`config.mk`:
```
export PLATFORM = sky130hd
export DESIGN_NAME = cq_word_packer_flat
export DESIGN_NICKNAME = d
export VERILOG_FILES = /design/src/rtl/cq_word_packer_pkg.sv /design/src/rtl/cq_word_packer_if.sv /design/src/rtl/cq_word_packer_acc.sv /design/src/rtl/cq_word_packer.sv /design/src/flat_wrapper.sv
export SDC_FILE = /design/constraint.sdc
export NUM_CORES = 1
export LEC_CHECK = 0
export CAP_MARGIN = 10
export CORE_MARGIN = 3
export CORE_UTILIZATION = 50
export CTS_CLUSTER_SIZE = 16
export DETAILED_ROUTE_END_ITERATION = 10
export GPL_TIMING_DRIVEN = 0
export MAX_ROUTING_LAYER = met4
export PLACE_DENSITY_LB_ADDON = 0.25
export SYNTH_ARGS = -nofsm -noshare
export SYNTH_HDL_FRONTEND = slang
export SYNTH_HIERARCHICAL = 1
export SYNTH_SLANG_ARGS = --single-unit
```
`constraint.sdc`:
```
create_clock -name clk -period 2.3 [get_ports clk]
set_clock_uncertainty 0.05 [all_clocks]
set_input_delay 0.575 -clock clk [delete_from_list [all_inputs] [get_ports clk]]
set_output_delay 0.575 -clock clk [all_outputs]
set_load 0.01 [all_outputs]
```
`src/rtl/cq_word_packer_pkg.sv`:
```
// Shared definitions for the cq byte-to-word packer: default widths, counter
// width helper and the packer state encoding used by RTL and bench utilities.
package cq_pkg;

  localparam int DW_DEFAULT    = 8;
  localparam int BYTES_DEFAULT = 4;

  typedef enum logic [1:0] {
    FILL,
    FULL_WAIT,
    FLUSH
  } pack_state_t;

  function automatic int CNT_W(input int bytes);
    return $clog2(bytes + 1);
  endfunction

endpackage

```
`src/rtl/cq_word_packer_if.sv`:
```
// Packed-word valid/ready bus between cq_word_packer and the wide consumer.
// word_keep exists only when PARTIAL_FLUSH_EN is defined.
interface cq_word_packer_if
  import cq_pkg::*;
#(
  parameter int DW    = DW_DEFAULT,
  parameter int BYTES = BYTES_DEFAULT
);

  logic [DW*BYTES-1:0] word;
  logic                word_valid;
  logic                word_ready;
`ifdef PARTIAL_FLUSH_EN
  logic [BYTES-1:0]    word_keep;

  modport master (output word, output word_valid, output word_keep, input word_ready);
  modport slave  (input word, input word_valid, input word_keep, output word_ready);
`else
  modport master (output word, output word_valid, input word_ready);
  modport slave  (input word, input word_valid, output word_ready);
`endif

endinterface

```
`src/rtl/cq_word_packer_acc.sv`:
```
// Lane-addressed byte accumulator: tracks the in-flight pop (pend) and how many
// lanes of the current word are filled (cnt).
module cq_pack_acc
  import cq_pkg::*;
#(
  parameter int DW    = DW_DEFAULT,
  parameter int BYTES = BYTES_DEFAULT,
  parameter int CW    = CNT_W(BYTES)
) (
  input  logic                clk,
  input  logic                reset,
  input  logic                rd,
  input  logic                xfer,
  input  logic [DW-1:0]       dout,
  output logic [DW*BYTES-1:0] acc_word,
  output logic [CW-1:0]       cnt,
  output logic                pend
);

  logic [BYTES-1:0][DW-1:0] lanes;

  assign acc_word = lanes;

  // On a transfer the lanes are cleared so a later partial word has zero fill;
  // a byte landing at the same edge starts the next word in lane 0.
  always_ff @(posedge clk or negedge reset) begin
    if (!reset) begin
      lanes <= '0;
      cnt   <= '0;
      pend  <= 1'b0;
    end else begin
      pend <= rd;
      if (xfer) begin
        lanes <= '0;
        if (pend) begin
          lanes[0] <= dout;
          cnt      <= CW'(1);
        end else begin
          cnt <= '0;
        end
      end else if (pend) begin
        for (int i = 0; i < BYTES; i++) begin
          if (cnt == CW'(i)) lanes[i] <= dout;
        end
        cnt <= cnt + CW'(1);
      end
    end
  end

endmodule

```
`src/rtl/cq_word_packer.sv`:
```
// Drains the byte cq and packs BYTES bytes into a little-endian word on a
// valid/ready bus. Optional partial-word flush when PARTIAL_FLUSH_EN is defined.
module cq_word_packer
  import cq_pkg::*;
#(
  parameter int DW    = DW_DEFAULT,
  parameter int BYTES = BYTES_DEFAULT
) (
  input  logic             clk,
  input  logic             reset,
  input  logic             empty,
  input  logic [DW-1:0]    dout,
  output logic             rd,
`ifdef PARTIAL_FLUSH_EN
  input  logic             flush,
`endif
  cq_word_packer_if.master pack_out
);

  localparam int            CW       = CNT_W(BYTES);
  localparam logic [CW-1:0] CNT_FULL = CW'(BYTES);
  localparam logic [CW:0]   OCC_FULL = (CW+1)'(BYTES);

  pack_state_t         state, state_next;
  logic [DW*BYTES-1:0] acc_word;
  logic [CW-1:0]       acc_cnt;
  logic                acc_pend;
  logic                out_free;
  logic                full_xfer;
  logic                part_xfer;
  logic                xfer;
  logic                flush_req;
  logic                flush_busy;
  logic                room;
  logic [CW:0]         occ;

`ifdef PARTIAL_FLUSH_EN
  assign flush_req = flush;
`else
  assign flush_req = 1'b0;
`endif

  assign out_free   = !pack_out.word_valid || pack_out.word_ready;
  assign full_xfer  = (acc_cnt == CNT_FULL) && out_free;
  assign part_xfer  = (state == FLUSH) && !acc_pend && out_free;
  assign xfer       = full_xfer || part_xfer;
  assign flush_busy = flush_req || (state == FLUSH);

  // A pop requested now lands one cycle later. It is safe if a lane will be
  // free then, or if the word it completes is certain to transfer (output free
  // now and no transfer this edge), which keeps pops back-to-back at 1 byte/clk.
  always_comb begin
    occ  = (xfer ? '0 : {1'b0, acc_cnt}) + {{CW{1'b0}}, acc_pend};
    room = (occ < OCC_FULL) || ((occ == OCC_FULL) && out_free);
  end

  assign rd = reset && !empty && room && !flush_busy;

  cq_pack_acc #(
    .DW    (DW),
    .BYTES (BYTES),
    .CW    (CW)
  ) u_acc (
    .clk      (clk),
    .reset    (reset),
    .rd       (rd),
    .xfer     (xfer),
    .dout     (dout),
    .acc_word (acc_word),
    .cnt      (acc_cnt),
    .pend     (acc_pend)
  );

  always_ff @(posedge clk or negedge reset) begin
    if (!reset) state <= FILL;
    else        state <= state_next;
  end

  // Flush is entered only with something to emit (captured or in flight);
  // a byte still in flight is waited for in FLUSH before the partial transfer.
  always_comb begin
    state_next = state;
    case (state)
      FILL: begin
        if (acc_cnt == CNT_FULL && !out_free)
          state_next = FULL_WAIT;
        else if (flush_req && ((acc_cnt != '0 && !full_xfer) || acc_pend))
          state_next = FLUSH;
      end
      FULL_WAIT: if (out_free)  state_next = FILL;
      FLUSH:     if (part_xfer) state_next = FILL;
      default:   state_next = FILL;
    endcase
  end

  always_ff @(posedge clk or negedge reset) begin
    if (!reset) begin
      pack_out.word       <= '0;
      pack_out.word_valid <= 1'b0;
    end else if (xfer) begin
      pack_out.word       <= acc_word;
      pack_out.word_valid <= 1'b1;
    end else if (pack_out.word_ready) begin
      pack_out.word_valid <= 1'b0;
    end
  end

`ifdef PARTIAL_FLUSH_EN
  logic [BYTES-1:0] keep_next;

  always_comb begin
    keep_next = '0;
    for (int i = 0; i < BYTES; i++) keep_next[i] = (CW'(i) < acc_cnt);
  end

  always_ff @(posedge clk or negedge reset) begin
    if (!reset)    pack_out.word_keep <= '0;
    else if (xfer) pack_out.word_keep <= keep_next;
  end
`endif

endmodule

```
`src/flat_wrapper.sv`:
```
// flat-port wrapper written by rule: the top's interface ports become plain ports
module cq_word_packer_flat import cq_pkg::*;
#(
  parameter int DW    = DW_DEFAULT,
  parameter int BYTES = BYTES_DEFAULT
)
  (clk, reset, empty, dout, rd, pack_out_word, pack_out_word_valid, pack_out_word_ready);
  cq_word_packer_if #(.DW(DW), .BYTES(BYTES)) pack_out_i ();
  input  logic clk;
  input  logic reset;
  input  logic empty;
  input  logic [DW-1:0] dout;
  output logic rd;
  output wire logic [$bits(pack_out_i.word)-1:0] pack_out_word;
  output wire logic [$bits(pack_out_i.word_valid)-1:0] pack_out_word_valid;
  input wire logic [$bits(pack_out_i.word_ready)-1:0] pack_out_word_ready;
  assign pack_out_word = pack_out_i.word;
  assign pack_out_word_valid = pack_out_i.word_valid;
  assign pack_out_i.word_ready = pack_out_word_ready;
  cq_word_packer #(.DW(DW), .BYTES(BYTES)) u_core (.clk(clk), .reset(reset), .empty(empty), .dout(dout), .rd(rd), .pack_out(pack_out_i));
endmodule
```
==> results of run 1 <==
## cell families (layout without fill, tap and decap cells)
kind of cell,after synthesis,in the layout
flops,69,69
simple gates,66,66
mux,33,33
compound gates,37,37
buf+inv,17,81
fa+ha+maj,7,7
xor+xnor,2,2
## area by class of cell
type / count / area, um^2 / share of cell area [%]
buffer: 12 / 96.3 / 2.53
inverter: 4 / 15.0 / 0.394
clock inverter: 6 / 86.3 / 2.27
clock buffer: 10 / 138 / 3.61
tap: 72 / 90.1 / 2.36
multi-input combinational: 145 / 1180 / 30.9
sequential: 69 / 1730 / 45.4
timing repair buffer: 49 / 477 / 12.5
## synthesized netlist by cell type, types with 3 or more instances
cell type	instances
inv_1	4
nand3b_1	3
mux2_4	29
buf_2	4
a21oi_1	25
nand3_1	9
buf_6	6
a22o_1	8
mux2_2	3
ha_1	7
nand2_1	43
dfrtp_1	69
## per-stage QoR
step	util [%]	setup WS (ps)	hold slack, ps	TNS, ps
2_1_floorplan	-	102	229	0
3_3_place_gp	62.4	-2580	436	-121010
3_5_place_dp	62.4	-520	438	-4220
4_1_cts	67.2	-147	322	-147
5_1_grt	67.5	-150	212	-150
6_report	67.5	-93.1	172	-93.1
## sequential cells by signal (all words and copies together) (netlist names)
name,cells
u_core/pack_out.word,32
u_core/u_acc/acc_word,32
u_core/u_acc/cnt,3
u_core/pack_out.word_valid,1
u_core/u_acc/pend,1
## per-layer routing
| metal | track usage [%] | share of wire, % | wire, um |
|---|---|---|---|
| met1 | 24.4 | 45 | 2700 |
| met2 | 27.0 | 47 | 2810 |
| met3 | 3.97 | 5.3 | 318 |
| met4 | 10.3 | 2.3 | 136 |
| met5 | - | 0 | 0 |
## power by group through the flow
| stage | Clock (mW) | Combinational (mW) | Sequential, mW |
|---|---|---|---|
| after CTS | 1.11 | 0.0565 | 1.21 |
| after floorplan | 0 | 0.00154 | 1.24 |
| after detailed placement | 0 | 0.0558 | 1.24 |
| final | 1.09 | 0.0554 | 1.21 |
| after global routing | 1.16 | 0.0609 | 1.21 |
| after global placement | 0 | 0.0565 | 1.24 |
## path summary, 6_finish.rpt
check / slack, ps / cells past startpoint / end / start
worst min-delay path: 170 / 1 / u_core/pack_out.word[9]$_DFFE_PN0P_ / reset
max in group asynchronous: 1540 / 1 / u_core/u_acc/cnt[1]$_DFFE_PN0P_ / reset
worst max-delay path: -90 / 5 / rd / u_core/u_acc/cnt[0]$_DFFE_PN0P_
worst max register to register: 280 / 8 / u_core/u_acc/cnt[1]$_DFFE_PN0P_ / u_core/u_acc/cnt[0]$_DFFE_PN0P_
worst min register to register: 450 / 1 / u_core/pack_out.word[29]$_DFFE_PN0P_ / u_core/u_acc/acc_word[29]$_DFFE_PN0P_
min in group clk: 450 / 1 / u_core/pack_out.word[29]$_DFFE_PN0P_ / u_core/u_acc/acc_word[29]$_DFFE_PN0P_
## cells in the final DEF, fill, tap and decap left out, drive strengths merged
cell,Yosys,layout
dfrtp,69,69
clkbuf,3,12
nand2,43,43
buf,10,16
and3b,2,2
nor2,3,3
bufinv,0,2
clkdlybuf4s50,0,43
a211oi,1,1
inv,4,4
nand3b,3,3
ha,7,7
nand2b,2,2
mux2,32,32
nand3,10,10
a21oi,26,26
clkinv,0,3
nor2b,2,2
clkinvlp,0,1
mux2i,1,1
o31ai,1,1
or3,1,1
a22o,8,8
o21a,1,1
xnor2,2,2
## repair_timing
| action | CTS | global route |
|---|---|---|
| endpoints found under the setup margin | 1 | 1 |
| resized for setup | 10 | 3 |
| pin swaps | 3 | 2 |
| buffers inserted | 3 | 1 |
==> summary.txt, run 1 <==
Outcome
  – Outcome: finished, violations left
  – Violated checks: setup timing

Global routing
  – Congestion Overflow GR: 0
  – Global-route wire length before repair: 9740 um
  – Initial antenna violation count: 0
  – GRT Util Overall: 18.6%
  – Pin count of the biggest net entering global routing: 71
  – Vias in the first global route: 1938

Placed design
  – Placed cells: 348
  – Routability congestion estimate from global placement: 0.777
  – PortBufs: 45
  – HPWL Detailed: 3700 um
  – Area after DPL: 0.00352 mm^2

Clock tree
  – CTS Buf Count: 9
  – Clock tree buffer depth: 2
  – Root Driver: clkbuf_8
  – Clock Latency Late Sink: 330 ps
  – CTS Hold Bufs: 0
  – Sink Count: 69
  – CTS clk-pin slew, worst paths: 70 ps
  – CTS HTree Levels: 3
  – CTS tree: done

Logic synthesis
  – Syn nets: 250
  – Cell area after synthesis: 0.00298 mm^2
  – Compound-gate portion of the synthesized area: 8.10%
  – Post-Syn Area per Cell: 12.9 um^2
  – Top_reg_cell synth: dfrtp_1
  – Register area share after synthesis: 57.9%
  – Adder-cell share of the synthesized area: 2.94%
  – Mux contribution to synthesized area: 16.1%
  – Yosys reg bits: 69
  – Post-synth EDFFs: 0
  – Main combinational cell family by area after synthesis: multiplexers
  – Post-synthesis cell count: 231
  – Post-synth top area cell: dfrtp_1
  – Library cells used by synthesis: 28
  – Post-Synth Simple-Gate Area: 10.5%
  – XOR/XNOR Fraction of Synth Area: 0.587%
  – Fraction of registers with async set or reset after synthesis: 100%
  – Area contributors post-synth: dfrtp_1 58%, mux2_4 15%, nand2_1 5.4%
  – Yosys warns: 6
  – Post-synth top area share: 57.9%

Worst setup path
  – Critical Path Max Stage Delay: 430 ps
  – Cell family with most CP delay: flip-flops
  – Setup CP Type: reg -> out
  – Critical-path top delay cell: dfrtp_2
  – Worst path required time: 1670 ps
  – Setup crit end kind: output port
  – Data arrival, critical path: 1770 ps
  – CP dominant cell by count: ha_4
  – Worst setup SP type: register
  – Critical path cell sequence: ha_4 -> ha_4 -> or3_4 -> a21oi_2 -> buf_2
  – Critical path peak fanout: 2
  – CP bufs+invs: 1

Routing
  – DR iter-0 viols: 120
  – Residual DRC: 0
  – Vias: 1945
  – Average routed wire per standard cell: 16.3 um
  – Via density: 5.30
  – Post-Route WL: 5970 um
  – Initial DRT Pass Iterations: 4
  – ANT nets after route: 0

Die
  – Ports: 46
  – Die Ht: 83.2 um
  – Die Area: 0.00693 mm^2
  – Die span in x: 83.2 um
  – Row cnt: 27
  – Starting Density: 52.8%
  – Total core area: 0.00564 mm^2

Timing
  – Max-slew violations: 0
  – Final hold viol count: 0
  – Tmin final: 2390 ps
  – RSZ-0062 raised after global routing: true
  – Slew headroom: 57.9%
  – Final setup fails: 1
  – Peak Freq: 418 MHz
  – Period utilization: 104%
  – Least-Margin Pin Slew: 631 ps
  – Final worst setup slack: -93.1 ps

Finish
  – Nets: 309
  – Fin cells: 367
  – Layout fillers: 414
  – Fraction of layout cells with a size suffix above 1: 26.8%
  – Post-route cell area: 0.00381 mm^2
  – Area Overhead vs Synth: 27.8%
  – N_diodes: 0

Power
  – Pwr Density: 618 mW/mm^2
  – P_leak: 1.87 nW
  – Tot Pwr: 2.36 mW
  – Max VDD drop: 0.404 mV
  – Combinational group share of total power: 2.3%
  – Part of the power in the clock network: 46.2%
  – Sequential Power Share: 51.5%
  – Sw power: 0.487 mW
  – Int Power: 1.87 mW
  – Switching Share: 20.7%

Worst hold path
  – Worst hold path class: in -> async

Run
  – MaxCap Viol Count: 0
Power figures use the tool's default switching activity.
==> run 2, diff against run 1 <==
--- a/config.mk
+++ b/config.mk
@@ -5,7 +5,9 @@
 export SDC_FILE = /design/constraint.sdc
 export NUM_CORES = 1
 export LEC_CHECK = 0
+export ABC_CLOCK_PERIOD_IN_PS = 2300
 export CAP_MARGIN = 10
+export CORE_ASPECT_RATIO = 1.4
 export CORE_MARGIN = 3
 export CORE_UTILIZATION = 50
 export CTS_CLUSTER_SIZE = 16
==> run 2 against run 1 <==
  * The flow still finishes with violations (setup timing)
  * Power is 3.4% higher
  * Global-route usage increased by 0.41 points
  * Worst hold slack better by 3.1 ps
  * Clock-buffer cell count decreased by 1
==> summary.txt, run 2 (synthesis gave the netlist of run 1 again) <==
Worst setup path
  – Critical Path Max Stage Delay: 430 ps
  – Register-to-Register Path Depth: 9
  – Worst setup SP type: register
  – R2r setup slk: 180 ps
  – Setup crit start: u_core/u_acc/cnt[0]$_DFFE_PN0P_
  – Critical-path top delay cell: dfrtp_2
  – Setup CP Type: reg -> out
  – Critical path cell sequence: ha_4 -> ha_4 -> or3_1 -> a21oi_2 -> buf_2
  – Setup crit end kind: output port
  – Worst r2r dst: u_core/u_acc/cnt[1]$_DFFE_PN0P_
  – Data arrival, critical path: 1780 ps
  – Critical path peak fanout: 2
  – CP dominant cell by count: ha_4
  – Worst path required time: 1670 ps
  – Worst r2r src: u_core/u_acc/cnt[0]$_DFFE_PN0P_
  – Critical Path End: rd

Finish
  – N_diodes: 0
  – Commonest non-fill, non-tap cell in the layout: dfrtp_1
  – Commonest non-fill, non-tap cells in the layout: 67 x dfrtp_1, 43 x nand2_1, 42 x clkdlybuf4s50_1, 29 x mux2_4, 24 x a21oi_1
  – FF/Latch Area: 0.00173 mm^2
  – Layout fillers: 412
  – Nets: 311
  – Fraction of layout cells with a size suffix above 1: 27.3%
  – Multi-input combinational cell area: 0.00118 mm^2
  – Area Overhead vs Synth: 28.6%

Worst hold path
  – Worst hold path class: in -> async

Timing
  – Final worst setup slack: -104 ps
  – Tmin final: 2400 ps
  – Final hold viol count: 0
  – Peak Freq: 416 MHz
  – RSZ-0062 raised after global routing: true
  – Setup tns final: -104 ps
  – Final setup fails: 1
  – Max-slew violations: 0
  – Hold slack: 175 ps
  – Least-Margin Pin Slew: 612 ps
  – Period utilization: 105%
  – Slew headroom: 59.2%

Placed design
  – HPWL Detailed: 3850 um
  – Routability congestion estimate from global placement: 0.763
  – PortBufs: 45

Clock tree
  – Root Driver: clkbuf_8
  – CTS HTree Levels: 3
  – Clock Latency Late Sink: 340 ps
  – CTS tree: done
  – CTS Buf Count: 9
  – CTS clk-pin slew, worst paths: 70 ps
  – Clock tree buffer depth: 2
  – Sink Count: 69

Die
  – Total core area: 0.00565 mm^2
  – Die Ht: 97.4 um
  – Starting Density: 52.8%
  – Ports: 46
  – Die span in x: 71.3 um
  – Row cnt: 32
  – Die Area: 0.00694 mm^2

Global routing
  – Pin count of the biggest net entering global routing: 71
  – Global-route wire length before repair: 9830 um
  – GRT Util Overall: 19.0%
  – Vias in the first global route: 1907
  – Initial antenna violation count: 0
  – Congestion Overflow GR: 0

Routing
  – ANT nets after route: 0
  – Residual DRC: 0
  – Via density: 5.27
  – Average routed wire per standard cell: 16.3 um
  – DR iter-0 viols: 142
  – Initial DRT Pass Iterations: 4
  – Vias: 1924
  – Post-Route WL: 5950 um

Outcome
  – Violated checks: setup timing
  – Outcome: finished, violations left

Run
  – MaxCap Viol Count: 0

Power
  – Pwr Density: 635 mW/mm^2
  – P_leak: 1.90 nW
  – Max VDD drop: 0.394 mV
[run 2: worst max-delay path, delay by kind of cell (launching register included)]
kind                       cells  cell delay [ps]
DFF                            1              430
adders and majority gates      2              380
and+or+nand+nor                1              350
AOI/OAI and AO/OA              1              140
buffers and inverters          1              140
[run 2: where the power goes]
group	leakage [nW]	internal [mW]	switching, mW
clock network	0.123	0.716	0.451
logic	0.950	0.0178	0.0370
registers	0.827	1.21	0.0000000000000000542
[run 2: area by class of cell]
| class | instances | area share, % |
|---|---|---|
| repair buffers | 51 | 12.9 |
| inverters | 4 | 0.392 |
| clock buffers | 9 | 3.23 |
| multi-input cells | 145 | 30.7 |
| clock inverters | 7 | 2.97 |
| well taps | 68 | 2.22 |
| plain buffers | 12 | 2.51 |
| flip-flops and latches | 69 | 45.1 |
[run 2: routing by layer]
| layer | up-vias | global-route usage [%] | wire length, um |
|---|---|---|---|
| li1 | 917 | - | - |
| met1 | 946 | 23.9 | 2500 |
| met2 | 46 | 28.9 | 2970 |
| met3 | 15 | 4.24 | 316 |
| met4 | 0 | 9.12 | 165 |
| met5 | - | - | 0 |
[run 2: worst min path at each step]
stage	startpoint	endpoint	slack, ps	cells past startpoint
2_1_floorplan	reset	u_core/pack_out.word[0]$_DFFE_PN0P_	230	0
3_3_place_gp	u_core/u_acc/acc_word[0]$_DFFE_PN0P_	u_core/u_acc/acc_word[0]$_DFFE_PN0P_	430	1
3_5_place_dp	u_core/u_acc/acc_word[5]$_DFFE_PN0P_	u_core/u_acc/acc_word[5]$_DFFE_PN0P_	430	1
4_1_cts	reset	u_core/pack_out.word[9]$_DFFE_PN0P_	310	1
5_1_grt	reset	u_core/pack_out.word[9]$_DFFE_PN0P_	210	1
6_report	reset	u_core/pack_out.word[9]$_DFFE_PN0P_	170	1
[run 2: metrics by stage]
| stage | power [mW] | cells | setup slack [ps] | area, um^2 | util (%) |
|---|---|---|---|---|---|
| final | 2.43 | 365 | -104 | 3830 | 67.9 |
| after global routing | 2.52 | 365 | -160 | 3830 | 67.9 |
| after CTS | 2.46 | 362 | -152 | 3800 | 67.3 |
| after detailed placement | 1.29 | 344 | -530 | 3510 | 62.3 |
| after global placement | 1.29 | 344 | -2570 | 3520 | 62.3 |
| after floorplan | 1.24 | 231 | 102 | 2980 | - |
[run 2: what timing repair did]
action	CTS	global route
setup endpoints to repair	1	1
cloned	0	0
pin swaps	3	4
hold buffers	0	0
buffers inserted	3	3
gates resized for setup	10	4
==> run 3, diff against run 2 <==
--- a/config.mk
+++ b/config.mk
@@ -14,8 +14,10 @@
 export DETAILED_ROUTE_END_ITERATION = 10
 export GPL_TIMING_DRIVEN = 0
 export MAX_ROUTING_LAYER = met4
-export PLACE_DENSITY_LB_ADDON = 0.25
+export PLACE_DENSITY_LB_ADDON = 0.05
+export REMOVE_ABC_BUFFERS = 1
 export SYNTH_ARGS = -nofsm -noshare
 export SYNTH_HDL_FRONTEND = slang
 export SYNTH_HIERARCHICAL = 1
 export SYNTH_SLANG_ARGS = --single-unit
+export TNS_END_PERCENT = 10
==> run 3 against run 2 <==
  * The flow still finishes with violations (setup timing)
  * Worst setup slack lost 100 ps
  * Core utilization barely moved
  * Sequential power is essentially flat
  * Critical path type unchanged
  * Worst hold slack better by 7.0 ps
  * Via count rose by 3.1%
  * Global-route usage increased by 0.64 points
  * Clock power fell by 15%
  * Critical endpoint unchanged
  * Sequential cell count stayed put
==> summary.txt, run 3 (synthesis gave the netlist of run 1 again) <==
Outcome
  – Outcome: finished, violations left
  – Violated checks: setup timing

Clock tree
  – Sink Count: 69
  – CTS Buf Count: 9
  – CTS HTree Levels: 3
  – CTS tree: done
  – CTS clk-pin slew, worst paths: 80 ps
  – Clock Latency Late Sink: 340 ps
  – Clock tree buffer depth: 2
  – Root Driver: clkbuf_8

Die
  – Die Ht: 97.4 um
  – Starting Density: 52.8%
  – Die span in x: 71.3 um
  – Row cnt: 32
  – Total core area: 0.00565 mm^2
  – Die Area: 0.00694 mm^2
  – Ports: 46

Timing
  – Peak Freq: 399 MHz
  – Slew headroom: 55.7%
  – Final worst setup slack: -208 ps
  – Period utilization: 109%
  – Max-slew violations: 0
  – Hold slack: 182 ps
  – Tmin final: 2510 ps
  – Final setup fails: 2
  – RSZ-0062 raised after global routing: true
  – Setup tns final: -328 ps
  – Final hold viol count: 0
  – Least-Margin Pin Slew: 664 ps

Finish
  – Final Core Density: 67.9%
  – N_diodes: 0
  – Commonest non-fill, non-tap cell in the layout: dfrtp_1
  – FF/Latch Area: 0.00173 mm^2
  – Area Overhead vs Synth: 28.6%
  – Commonest non-fill, non-tap cells in the layout: 65 x dfrtp_1, 43 x nand2_1, 42 x clkdlybuf4s50_1, 29 x mux2_4, 24 x a21oi_1
  – Nets: 310
  – Layout fillers: 422
  – Multi-input combinational cell area: 0.00121 mm^2
  – Fraction of layout cells with a size suffix above 1: 28.8%

Power
  – Sw power: 0.486 mW
  – Pwr Density: 591 mW/mm^2
  – Int Power: 1.78 mW
  – P_leak: 1.86 nW
  – Part of the power in the clock network: 44.0%
  – Switching Share: 21.4%
  – Sequential Power Share: 53.5%
  – Combinational group share of total power: 2.5%
  – Max VDD drop: 0.509 mV

Global routing
  – Vias in the first global route: 2031
  – Global-route wire length before repair: 10200 um
  – Initial antenna violation count: 0
  – Pin count of the biggest net entering global routing: 71
  – GRT Util Overall: 19.7%
  – Congestion Overflow GR: 0

Worst hold path
  – Worst hold path class: in -> async

Routing
  – DR iter-0 viols: 142
  – Average routed wire per standard cell: 17.9 um
  – ANT nets after route: 0
  – Residual DRC: 0
  – Vias: 1984
  – Initial DRT Pass Iterations: 5
  – Post-Route WL: 6510 um
  – Via density: 5.47

Worst setup path
  – Worst setup SP type: register
  – Data arrival, critical path: 1880 ps
  – Critical path peak fanout: 2
  – Setup CP Type: reg -> out
  – Setup crit end kind: output port
  – Worst path required time: 1670 ps

Placed design
  – HPWL Detailed: 3550 um
  – Routability congestion estimate from global placement: 0.725
  – PortBufs: 45
  – Pre-CTS WS: -975 ps

Run
  – MaxCap Viol Count: 0
## run 3: worst max-delay path, cell delays in order (launching register included)
cell and delay (ps):
dfrtp_4 490, ha_4 180, ha_4 200, or3_4 380, a21oi_4 160, buf_6 120
## run 3: power by group through the flow
stage	Sequential, mW	Combinational (mW)	Clock [mW]
after CTS	1.21	0.0572	1.01
after detailed placement	1.24	0.0570	0
final	1.21	0.0575	0.997
after floorplan	1.24	0.00154	0
after global routing	1.21	0.0625	1.06
after global placement	1.24	0.0574	0
## run 3: path summary, 6_finish.rpt
| path | start | end | slack, ps | depth (start not counted) |
|---|---|---|---|---|
| worst max-delay path | u_core/u_acc/pend$_DFF_PN0_ | rd | -210 | 5 |
| worst min-delay path | reset | u_core/pack_out.word[16]$_DFFE_PN0P_ | 180 | 1 |
| worst max register to register | u_core/pack_out.word_valid$_DFFE_PN0P_ | u_core/u_acc/pend$_DFF_PN0_ | -120 | 13 |
| worst min register to register | u_core/u_acc/acc_word[1]$_DFFE_PN0P_ | u_core/u_acc/acc_word[1]$_DFFE_PN0P_ | 460 | 1 |
| max in group asynchronous | reset | u_core/u_acc/pend$_DFF_PN0_ | 1550 | 1 |
| min in group clk | u_core/u_acc/acc_word[1]$_DFFE_PN0P_ | u_core/u_acc/acc_word[1]$_DFFE_PN0P_ | 460 | 1 |
## run 3: repair_timing
action | in CTS | in global routing
pin swaps | 3 | 4
buffers inserted | 14 | 1
hold buffers | 0 | 0
gates cloned | 2 | 0
endpoints found under the setup margin | 36 | 16
resized for setup | 13 | 10
endpoints found under the hold margin | 0 | 0
## run 3: area by class of cell
class                           count  area share, %
Multi-Input combinational cell    146           31.7
Tap cell                           68           2.22
Inverter                            4          0.489
Timing Repair inverter              1          0.131
Timing Repair Buffer               60           15.1
Sequential cell                    69           45.2
Clock inverter                      4           1.24
Clock buffer                       11           3.95
## run 3: metrics by stage
stage          instances  area (um^2)  power (mW)
3_3_place_gp         331         3420        1.29
6_report             363         3830        2.27
2_1_floorplan        218         2880        1.24
5_1_grt              363         3830        2.34
3_5_place_dp         331         3410        1.29
4_1_cts              362         3780        2.28
## run 3: metal layers
metal	track usage [%]	vias up	routed length (um)
li1	-	910	-
met1	26.6	981	2940
met2	27.0	71	2980
met3	4.14	22	302
met4	11.7	0	295
met5	-	-	0
